[src/rtl/motor_pkg.sv]
// Shared command-word codes and FSM state type for the motor key command path
// and the downstream PWM/H-bridge driver.
package motor_pkg;

    localparam logic [7:0] STOP     = 8'h00;
    localparam logic [7:0] UP       = 8'h01;
    localparam logic [7:0] DOWN     = 8'h02;
    localparam logic [7:0] LEFT     = 8'h04;
    localparam logic [7:0] RIGHT    = 8'h08;
    localparam int         FAST_BIT = 6;
    localparam logic [7:0] DIR_MASK = 8'h0F;

    typedef enum logic [1:0] {
        IDLE  = 2'd0,
        DRIVE = 2'd1,
        DEAD  = 2'd2
    } motor_state_e;

    // Exactly one pressed direction yields its code; none or several mean stop.
    function automatic logic [7:0] encode_dir(input logic [3:0] db);
        logic [7:0] code;
        case (db)
            4'b0001: code = UP;
            4'b0010: code = DOWN;
            4'b0100: code = LEFT;
            4'b1000: code = RIGHT;
            default: code = STOP;
        endcase
        return code;
    endfunction

endpackage

[src/rtl/key_debounce.sv]
// Two-flop synchroniser followed by a saturating debounce counter for one
// asynchronous pushbutton input.
module key_debounce #(
    parameter int DEBOUNCE_CYCLES = 100000,
    parameter int CNT_W           = 17
) (
    input  logic clk,
    input  logic rst,
    input  logic din,
    output logic dout
);

    localparam logic [CNT_W-1:0] CNT_ZERO = {CNT_W{1'b0}};
    localparam logic [CNT_W-1:0] CNT_ONE  = {{(CNT_W-1){1'b0}}, 1'b1};
    localparam logic [CNT_W-1:0] CNT_MAX  = {CNT_W{1'b1}};
    localparam logic [CNT_W-1:0] CNT_LAST = CNT_W'(DEBOUNCE_CYCLES - 1);

    logic             sync1_r;
    logic             sync2_r;
    logic             db_r;
    logic [CNT_W-1:0] cnt_r;

    // Metastability filter for the raw button level.
    always_ff @(posedge clk or posedge rst) begin
        if (rst) begin
            sync1_r <= 1'b0;
            sync2_r <= 1'b0;
        end else begin
            sync1_r <= din;
            sync2_r <= sync1_r;
        end
    end

    // Accept the new level on the DEBOUNCE_CYCLES-th consecutive disagreeing cycle.
    always_ff @(posedge clk or posedge rst) begin
        if (rst) begin
            db_r  <= 1'b0;
            cnt_r <= CNT_ZERO;
        end else if (sync2_r == db_r) begin
            cnt_r <= CNT_ZERO;
        end else if (cnt_r >= CNT_LAST) begin
            db_r  <= sync2_r;
            cnt_r <= CNT_ZERO;
        end else if (cnt_r != CNT_MAX) begin
            cnt_r <= cnt_r + CNT_ONE;
        end else begin
            cnt_r <= cnt_r;
        end
    end

    assign dout = db_r;

endmodule

[src/rtl/motor_key_cmd.sv]
// Pushbutton-to-motor command stage: debounce, direction encode, fast toggle and
// reversal protection. Define MOTOR_KEY_DEADTIME_EN to insert stop cycles on reversal.
module motor_key_cmd
    import motor_pkg::*;
#(
    parameter int DEBOUNCE_CYCLES = 100000,
    parameter int DEADTIME_CYCLES = 50000,
    parameter int CNT_W           = 17
) (
    input  logic       clk,
    input  logic       rst,
    input  logic [4:0] btn,
    output logic [7:0] key_state,
    output logic       fast_led
);

    logic [4:0]   db_s;
    logic [7:0]   req_s;
    logic         fast_next_s;
    logic         fast_prev_r;
    motor_state_e state_r;
    motor_state_e state_next_s;
    logic [7:0]   cur_r;
    logic [7:0]   cur_next_s;
    logic [7:0]   key_next_s;
    logic [7:0]   key_state_r;

`ifdef MOTOR_KEY_DEADTIME_EN
    localparam logic [CNT_W-1:0] DEAD_ZERO = {CNT_W{1'b0}};
    localparam logic [CNT_W-1:0] DEAD_ONE  = {{(CNT_W-1){1'b0}}, 1'b1};
    localparam logic [CNT_W-1:0] DEAD_MAX  = {CNT_W{1'b1}};
    localparam logic [CNT_W-1:0] DEAD_LAST = CNT_W'(DEADTIME_CYCLES - 1);

    logic [CNT_W-1:0] dead_cnt_r;
    logic [CNT_W-1:0] dead_cnt_next_s;
`endif

    for (genvar i = 0; i < 5; i++) begin : g_db
        key_debounce #(
            .DEBOUNCE_CYCLES(DEBOUNCE_CYCLES),
            .CNT_W          (CNT_W)
        ) u_db (
            .clk (clk),
            .rst (rst),
            .din (btn[i]),
            .dout(db_s[i])
        );
    end

    assign req_s       = encode_dir(db_s[3:0]);
    // The fast flag lives in the output register itself; a held button toggles once.
    assign fast_next_s = key_state_r[FAST_BIT] ^ (db_s[4] & ~fast_prev_r);

    // Next state, latched direction and next command word.
    always_comb begin
        state_next_s = state_r;
        cur_next_s   = cur_r;
`ifdef MOTOR_KEY_DEADTIME_EN
        dead_cnt_next_s = dead_cnt_r;
`endif
        case (state_r)
            IDLE: begin
                if (req_s != STOP) begin
                    state_next_s = DRIVE;
                    cur_next_s   = req_s;
                end else begin
                    state_next_s = IDLE;
                end
            end
            DRIVE: begin
                if (req_s == cur_r) begin
                    state_next_s = DRIVE;
                end else if (req_s == STOP) begin
                    state_next_s = IDLE;
                end else begin
`ifdef MOTOR_KEY_DEADTIME_EN
                    state_next_s    = DEAD;
                    dead_cnt_next_s = DEAD_ZERO;
`else
                    state_next_s = DRIVE;
                    cur_next_s   = req_s;
`endif
                end
            end
`ifdef MOTOR_KEY_DEADTIME_EN
            DEAD: begin
                // Requests are only looked at on the final deadtime cycle.
                if (dead_cnt_r >= DEAD_LAST) begin
                    if (req_s == STOP) begin
                        state_next_s = IDLE;
                    end else begin
                        state_next_s = DRIVE;
                        cur_next_s   = req_s;
                    end
                end else if (dead_cnt_r != DEAD_MAX) begin
                    dead_cnt_next_s = dead_cnt_r + DEAD_ONE;
                end else begin
                    dead_cnt_next_s = dead_cnt_r;
                end
            end
`endif
            default: begin
                state_next_s = IDLE;
                cur_next_s   = STOP;
            end
        endcase

        if (state_next_s == DRIVE) begin
            key_next_s = cur_next_s & DIR_MASK;
        end else begin
            key_next_s = STOP;
        end
        key_next_s[FAST_BIT] = fast_next_s;
    end

    // State, direction, fast-edge history and registered command word.
    always_ff @(posedge clk or posedge rst) begin
        if (rst) begin
            state_r     <= IDLE;
            cur_r       <= STOP;
            fast_prev_r <= 1'b0;
            key_state_r <= 8'h00;
`ifdef MOTOR_KEY_DEADTIME_EN
            dead_cnt_r  <= DEAD_ZERO;
`endif
        end else begin
            state_r     <= state_next_s;
            cur_r       <= cur_next_s;
            fast_prev_r <= db_s[4];
            key_state_r <= key_next_s;
`ifdef MOTOR_KEY_DEADTIME_EN
            dead_cnt_r  <= dead_cnt_next_s;
`endif
        end
    end

    assign key_state = key_state_r;
    assign fast_led  = key_state_r[FAST_BIT];

endmodule
[config.mk]
export PLATFORM = sky130hd
export DESIGN_NAME = motor_key_cmd
export DESIGN_NICKNAME = d
export VERILOG_FILES = /design/src/rtl/motor_pkg.sv /design/src/rtl/key_debounce.sv /design/src/rtl/motor_key_cmd.sv
export SDC_FILE = /design/constraint.sdc
export NUM_CORES = 1
export LEC_CHECK = 0
export BUFFER_PORTS_ARGS = -buffer_cell sky130_fd_sc_hd__buf_2
export CORE_AREA = 4 4 110 91
export CTS_CLUSTER_DIAMETER = 60
export DETAILED_ROUTE_END_ITERATION = 6
export DIE_AREA = 0 0 114 95
export PLACE_DENSITY_LB_ADDON = 0.12
export SLEW_MARGIN = 5
export SYNTH_ARGS = -nofsm -noshare
export SYNTH_HDL_FRONTEND = slang
export SYNTH_SLANG_ARGS = --single-unit
export TNS_END_PERCENT = 5
[constraint.sdc]
create_clock -name clk -period 6.34 [get_ports clk]
set_input_delay 0.317 -clock clk [delete_from_list [all_inputs] [get_ports clk]]
set_output_delay 0.317 -clock clk [all_outputs]
set_load 0.01 [all_outputs]
==> results of run 1 <==
==> state kept, by name, indices dropped and copies added (netlist names) <==
register / count
fast_prev_r: 1
g_db.u_db.cnt_r: 85
g_db.u_db.dout: 5
g_db.u_db.sync1_r: 5
g_db.u_db.sync2_r: 5
key_state: 5
==> cell usage in the layout, fill, tap and decap left out, drive strengths merged, types with 9 or more instances in the layout <==
cell / netlist / final
a21oi: 9 / 9
buf: 13 / 13
clkbuf: 9 / 10
dfrtp: 106 / 106
ha: 10 / 10
mux2i: 10 / 10
nand2: 43 / 43
nand3: 29 / 29
nand4: 12 / 12
nor2: 104 / 104
nor2b: 10 / 10
nor3: 13 / 13
nor4: 9 / 9
xnor2: 24 / 24
xor2: 57 / 57
==> logic make-up (layout without fill, tap and decap cells) <==
kind of cell    after synthesis  in the layout  synth area share [%]
mux                          15             15                  3.08
fa+ha+maj                    10             10                  2.46
other cells                   1              3                0.0739
buf+inv                      29             36                  2.78
simple gates                246            246                  22.8
compound gates               19             19                  2.61
xor+xnor                     81             81                  14.0
flops                       106            106                  52.2
==> where the power goes <==
part | total (uW) | internal (uW) | switching, uW
Combinational | 47.3 | 14.3 | 33.1
Sequential | 697 | 687 | 9.98
Clock | 549 | 307 | 242
Total | 1290 | 1010 | 285
==> critical path: stages, from the launching register on <==
cell and delay (ns):
sky130_fd_sc_hd__dfrtp_1 0.44, sky130_fd_sc_hd__and4_1 0.24, sky130_fd_sc_hd__and3_1 0.22, sky130_fd_sc_hd__nand3_1 0.10, sky130_fd_sc_hd__nor3_1 0.06, sky130_fd_sc_hd__ha_1 0.27, sky130_fd_sc_hd__nor3_1 0.48, sky130_fd_sc_hd__and2_1 0.25
sky130_fd_sc_hd__and3_1 0.18, sky130_fd_sc_hd__xnor2_1 0.11, sky130_fd_sc_hd__nor2_1 0.05
==> final timing paths <==
check	from	to	slack, ns	cells past startpoint
min in group clk	btn[2]	g_db[2].u_db.sync1_r	0.07	1
worst max-delay path	g_db[3].u_db.cnt_r[5]	g_db[3].u_db.cnt_r[15]	3.79	10
worst min register to register	g_db[3].u_db.sync1_r	g_db[3].u_db.sync2_r	0.35	0
worst min-delay path	rst	g_db[4].u_db.cnt_r[9]	0.008	2
worst max register to register	g_db[3].u_db.cnt_r[5]	g_db[3].u_db.cnt_r[15]	3.79	10
max in group asynchronous	rst	g_db[3].u_db.cnt_r[3]	5.17	3
==> through the flow <==
| step | instance area (um2) | hold WS, ns |
|---|---|---|
| 2_1_floorplan | 5080 | 0.331 |
| 3_3_place_gp | 5180 | 0.335 |
| 3_5_place_dp | 5180 | 0.337 |
| 4_1_cts | 5480 | 0.0208 |
| 5_1_grt | 5480 | 0.0557 |
| 6_report | 5480 | 0.00807 |
==> layout make-up <==
class,count,area (um2)
repair buffers,13,67.6
multi-input cells,374,2290
clock buffers,10,229
clock inverters,6,65.1
flip-flops and latches,106,2650
inverters,7,28.8
well taps,115,144
fillers,740,3440
==> routing by layer <==
metal,routed length (um),vias to the layer above
met1,4080,1588
met4,97,0
met3,224,8
li1,-,1686
met2,3730,30
met5,0,-
==> results.md, run 1 <==
Worst setup path:
- The required time reported for the critical path endpoint is 6.54 ns.
- At the worst endpoint, the arrival time is ~2.8 ns.
- The worst setup path is launched from a flop.
- The maximum fanout along the worst path is 6.
- The worst setup path is captured at a flop.
- The category of the most critical setup path is reg2reg.

Route:
- The number of nets with antenna violations after routing is 0.
- The first TritonRoute pass finished after 4 iterations.
- For this block, the initial DRC count from the detailed router was roughly 170.
- The vias per cell is 5.25.
- The average wire length per cell after detail routing is 12.9 um.
- The via total after detailed routing is approximately 3300.
- The final layout contains routed wiring with a total length of around 8100 um.
- The total DRC errors in the routed layout is 0.

Timing:
- The highest achievable clock rate is 0.392 GHz.
- At the pin with the least slew margin, the transition time is ~0.77 ns.
- Setup repair after global routing left no endpoint under its margin.
- The period utilization is between 40% and 50%.
- In the post-route analysis, the smallest setup slack over all paths is 3.79 ns.
- The setup TNS is 0 ns.
- The number of max-slew violations in the final report came to 0.
- Clock skew on the completed layout was measured at 0.00802 ns.
- In this run the tightest slew margin relative to its limit is between 40% and 50%.
- The minimum period implied by the final worst setup slack is ~2.6 ns.
- Setup violations remaining at the end of the flow were counted as 0.
- The number of failing hold endpoints at the final stage is 0.

Floorplan:
- The width of the die is between 100 and 150 um.
- The floorplan step defined a die boundary enclosing about 0.011 mm2.
- In this run the count of I/O pins placed on the die edge is 16.
- In this run the core area contains 31 standard-cell rows.
- The core region area is slightly below 0.009 mm2.
- Once the floorplan was initialized, standard cells occupied between 50% and 60% of the core.
- The die outline height is ~95 um.

Synthesis:
- The netlist area before placement is about 0.005 mm2.
- Synthesis inferred approximately 110 register bits.
- The Yosys step of the flow raised 0 warnings.
- In this run, synthesis inferred 0 flip-flops with an integrated enable.
- The unique cell type count in the Yosys netlist is 39.
- The sequential-to-total area share from yosys stat is a little over half.
- In the synthesized netlist the dominant register cell turns out to be sky130_fd_sc_hd__dfrtp_1.
- The most common cell in the synthesized netlist is sky130_fd_sc_hd__dfrtp_1.
- Yosys attributes the largest share of cell area to sky130_fd_sc_hd__dfrtp_1 (52%), sky130_fd_sc_hd__xor2_1 (9.8%), sky130_fd_sc_hd__nor2_1 (7.7%).
- The async set-or-reset flop fraction in the synthesized netlist is between 90% and 100%.
- The mean instance size in the synthesized netlist is roughly 10 um2.
- The cell type with the highest aggregate area in the netlist is sky130_fd_sc_hd__dfrtp_1.
- Summed over its instances, the top area cell type makes up a little over half of the synthesized netlist area.
- By count the netlist is led by sky130_fd_sc_hd__dfrtp_1 (106), sky130_fd_sc_hd__nor2_1 (104), sky130_fd_sc_hd__xor2_1 (57), sky130_fd_sc_hd__nand2_1 (42), sky130_fd_sc_hd__nand3_1 (29).
- The gate count after technology mapping is approximately 510.

Clocking:
- The insertion delay to the later sink of the worst-skew pair is 0.35 ns.
- After clock tree synthesis, the clock-pin slew on the worst setup and hold paths is ~0.070 ns.
- The TritonCTS buffer count is 9.
- In this run, post-CTS hold repair placed 0 buffers.
- The number of cells upsized or downsized after cts is 0.
- The buffer type at the clock tree root is sky130_fd_sc_hd__clkbuf_16.
- The tree built by TritonCTS fans out to roughly 110 sinks.
- The deepest level of the CTS H-tree is 3.
- The deepest clock path buffer count is 2.
- The TritonCTS clock tree is yes.
- Buffers added to address setup during post-CTS repair amount to 0.

Run status:
- The run finished with clean final reports.

Global route:
- In the global route stage, met2 resource usage came out at between 20% and 30%.
- The maximum number of pins on one net before global-route repair is 64.
- The number of antenna violations at the first check in global routing is 0.
- The met1 layer usage reported by global route is ~23%.
- The first global-routing pass estimated around 15000 um of wire.
- The via count of the first global-routing pass is 3248.
- In this run the most used layer during global routing was met2.
- For met3 alone, demand over resource in global routing was about 4.4%.
- In the global route stage, overall resource usage came out at between 10% and 20%.
- For this run the aggregate overflow at the end of global routing stands at 0.

Layout:
- The number of antenna diodes is 0.
- From synthesis to final layout, the design area changed by 7.89%.
- Once layout is complete, the cells apart from fillers number ~630.
- Of the cells placed in the final design, the portion with a size suffix greater than 1 is approximately 6.4%.
- The net count of the finished layout is between 500 and 600.
- For this run, the share of the core covered by cells in the final layout is approximately three fifths.

Placement:
- In this run the tool buffered the top-level ports with 12 buffer cells.
- Timing analysis after detailed placement gives a worst setup slack of approximately 3.8 ns.
- The HPWL after detailed placement is between 5000 and 6000 um.
- The placer congestion estimate is between 0.7 and 0.8.
- The total instance count after detailed placement is approximately 620.

Pwr:
- The highest ir drop seen on vdd is 0.000187 V.
- For this design the ratio of total power to cell area is roughly 240 mW/mm2.
- The total leakage power is between 0.002 and 0.0025 uW.
- The total power of the final layout is between 1000 and 1500 uW.

Flow run:
- The number of maximum-capacitance violations is 0.

Hold path:
- The path class of the tightest hold or removal check is in2async.
No activity file was read; power rests on OpenSTA's default activity.
==> run 2, diff against run 1 <==
--- a/config.mk
+++ b/config.mk
@@ -6,10 +6,10 @@
 export NUM_CORES = 1
 export LEC_CHECK = 0
 export BUFFER_PORTS_ARGS = -buffer_cell sky130_fd_sc_hd__buf_2
-export CORE_AREA = 4 4 110 91
+export CORE_AREA = 4 4 112 93
 export CTS_CLUSTER_DIAMETER = 60
 export DETAILED_ROUTE_END_ITERATION = 6
-export DIE_AREA = 0 0 114 95
+export DIE_AREA = 0 0 116 97
 export PLACE_DENSITY_LB_ADDON = 0.12
 export SLEW_MARGIN = 5
 export SYNTH_ARGS = -nofsm -noshare
==> constraint.sdc (replaced) <==
create_clock -name clk -period 2.3 [get_ports clk]
set_input_delay 0.115 -clock clk [delete_from_list [all_inputs] [get_ports clk]]
set_output_delay 0.115 -clock clk [all_outputs]
set_load 0.01 [all_outputs]
==> results.md, run 2 (synthesis results as in run 1) <==
Worst setup path:
- Traced cell by cell, the critical path runs through nand4_1 > nor2_2 > and3_1 > nand3_1 > nor3_2 > ha_2 > nor2b_2 > nor2b_1 > buf_4 > nand3_1 > xor2_1 > nor2_1.
- For the worst setup path, the data required time is between 2 and 3 ns.
- The critical path in this run is classified as reg2reg.
- The worst setup path is launched from a flop.
- The critical path data arrival time is around 2.4 ns.
- The highest cell delay on the worst timing path is ~0.40 ns.
- The type of destination of the critical path is a flop.
- On the critical path, the stage with the largest delay is an instance of sky130_fd_sc_hd__dfrtp_1.
- The most numerous cell on the critical path is sky130_fd_sc_hd__nand3_1.
- Of all nets on the critical path, the largest fanout is 5.

Global route:
- The maximum number of pins on one net before global-route repair is between 50 and 60.
- The number of antenna violations at the first check in global routing is 0.
- The remaining global-route overflow is 0.
- The via count of the first global-routing pass is 3468.
- Global routing used around 17% of the available tracks across all layers.
- The first global-routing pass estimated 15700 um of wire.

Layout:
- Leaving out fill and tap cells, the most frequent cells in the layout are sky130_fd_sc_hd__dfrtp_1 (106), sky130_fd_sc_hd__nor2_1 (103), sky130_fd_sc_hd__xor2_1 (57), sky130_fd_sc_hd__nand2_1 (41), sky130_fd_sc_hd__buf_4 (32).
- The register with the most flip-flops in the layout has between 80 and 90 of them.
- The net count of the finished layout is ~570.
- The filler cells instantiated in the layout total 782.
- The area added between synthesis and finish is 15.5%.
- The most common library cell in the layout ignoring fill and taps is sky130_fd_sc_hd__dfrtp_1.
- The fraction of layout instances using a drive strength above 1 is between 10 and 15%.
- With fillers left out, the area of the finished cells amounts to 0.00587 mm2.
- The register ranked first by flip-flop count is g_db.u_db.cnt_r.
- Leaving out filler cells and counting taps, the final layout contains 670.
- The sequential cells in the finished layout cover a total of approximately 0.0027 mm2.
- The number of antenna diodes in the final layout is 0.
- The footprint of the multi-input gates is around 0.0024 mm2.

Floorplan:
- The initialized floorplan defines 32 standard-cell rows.
- In this run the vertical extent of the chip is approximately 97 um.
- The initial core utilization is approximately 54%.
- The core region is approximately 0.0094 mm2.
- The width of the die is approximately 120 um.
- The total I/O pin count is 16.
- The die covers about 0.011 mm2.

Placement:
- Summing all placed instances gives a cell area of roughly 0.0054 mm2.
- The HPWL after detailed placement is between 6000 and 7000 um.
- The count of input and output buffers is 12.
- In this run, placement finished with an instance count of about 650.
- The placer congestion estimate is 0.820.

Timing:
- The number of max-slew violations in the final report is 0.
- The minimum period implied by the final worst setup slack is around 2.2 ns.
- The relative slew slack is about three fifths.
- Setup violations remaining at the end of the flow were counted as 0.
- At the pin with the least slew margin, the transition time is between 0.6 and 0.7 ns.
- Setup repair after global routing could not meet its margin everywhere.
- The number of failing hold endpoints at the final stage was 0.
- The period utilization is roughly 95%.
- Derived from the worst setup path, the maximum achievable clock frequency is ~0.46 GHz.
- The final worst clock skew is around 0.0046 ns.

Route:
- After detailed routing, the number of remaining DRC violations is 0.
- In the routed layout, each cell is associated on average with a via count of 5.22.
- The final layout contains routed wiring with a total length of 8920 um.
- The final route contains 3500 vias.
- The number of detailed-routing iterations run before antenna repair is 4.
- For this block, the initial DRC count from the detailed router was around 140.
- The average wire length per cell after detail routing is roughly 13 um.
- The number of nets with antenna violations after routing is 0.

Clocking:
- The TritonCTS buffer count is 9.
- The post-CTS clock slew at the launch and capture registers of the worst setup and hold paths is roughly 0.07 ns.
- The buffer type at the clock tree root is sky130_fd_sc_hd__clkbuf_16.
- The TritonCTS clock tree is yes.
- The deepest level of the CTS H-tree is 3.
- The deepest clock path buffer count is 2.
- The insertion delay to the later sink of the worst-skew pair is roughly 0.34 ns.
- The number of sinks on the clock net is about 110.

Flow run:
- The number of maximum-capacitance violations is 0.

Pwr:
- The highest ir drop seen on vdd is ~0.00047 V.
- The total leakage power is roughly 0.0027 uW.
- Net switching is ~21% of the power.
- The net switching power figure is about 750 uW.
- The combinational cell fraction of total power is ~4.1%.
- The clock share of power is a little over two fifths.
- For this design the ratio of total power to cell area is 620 mW/mm2.
- The internal portion of the total power is approximately 2900 uW.
- The sequential power share is roughly 53%.

Run status:
- The flow ran to the end, and the final reports show no timing, DRC or antenna violations.

Hold path:
- The classification of the worst-slack hold path is reg2reg.
[run 2: cell count changes in the layout (fill, tap and decap cells not counted), moves of 3 or more]
cell,change
sky130_fd_sc_hd__buf_4,+31
sky130_fd_sc_hd__dlygate4sd3_1,+6
sky130_fd_sc_hd__nor2b_1,-4
sky130_fd_sc_hd__nor2b_2,+4
sky130_fd_sc_hd__nor3_1,-3
[run 2: routing by layer]
layer / GRT usage (%) / share of wire, % / up-vias
met4: 4.01 / 0.89 / 0
met2: 25.8 / 46 / 44
met5: 0 / 0 / -
met3: 4.69 / 2.9 / 8
li1: - / - / 1761
met1: 24.9 / 50 / 1687
[run 2: power by group through the flow]
stage                     clock network, uW  logic [uW]  registers (uW)
after CTS                              1610         154            1920
final                                  1560         150            1920
after detailed placement                  0         145            1960
after floorplan                           0         110            1950
after global placement                    0         141            1960
after global routing                   1690         175            1930
[run 2: cell type report]
cell class	count	area share (%)
sequential	106	45.2
multi-input combinational	374	40.2
timing repair buffer	51	6.48
clock buffer	10	3.90
tap	119	2.54
clock inverter	3	1.15
inverter	7	0.512
[run 2: per-stage QoR]
step | TNS [ns] | hold WS, ns | total power (uW) | setup slack (ns) | util [%]
after CTS | 0 | 0.352 | 3690 | 0.0200 | 61.8
after detailed placement | 0 | 0.205 | 2100 | 0.0164 | 57.9
after global routing | -0.0322 | 0.363 | 3790 | -0.0221 | 62.6
after global placement | 0 | 0.191 | 2100 | 0.0603 | 57.9
final | 0 | 0.351 | 3640 | 0.110 | 62.6
after floorplan | -0.0152 | 0.146 | 2060 | -0.0152 | -
[run 2: path summary, 6_finish.rpt]
path                                        from                      to  slack (ns)  depth (start not counted)
max                        g_db[4].u_db.cnt_r[8]  g_db[4].u_db.cnt_r[14]        0.11                         12
min reg2reg                 g_db[0].u_db.sync1_r    g_db[0].u_db.sync2_r        0.35                          0
max in group asynchronous                    rst   g_db[2].u_db.cnt_r[9]        1.21                          4
min                         g_db[0].u_db.sync1_r    g_db[0].u_db.sync2_r        0.35                          0
max reg2reg                g_db[4].u_db.cnt_r[8]  g_db[4].u_db.cnt_r[14]        0.11                         12
min in group asynchronous                    rst   g_db[4].u_db.cnt_r[4]        0.38                          3
[run 2: repair_timing]
item | CTS | global route
pin swaps | 0 | 4
resized for setup | 1 | 16
endpoints found under the hold margin | 28 | 0
endpoints found under the setup margin | 3 | 22
buffers inserted | 0 | 2
hold buffers | 6 | 0
[run 2: worst max-delay path, delay by kind of cell, from the launching register on]
kind / cells / cell delay [ns]
adder cells (fa/ha/maj): 1 / 0.21
buffers and inverters: 1 / 0.16
AND/OR/NAND/NOR: 9 / 1.12
XOR/XNOR: 1 / 0.15
flip-flops: 1 / 0.40
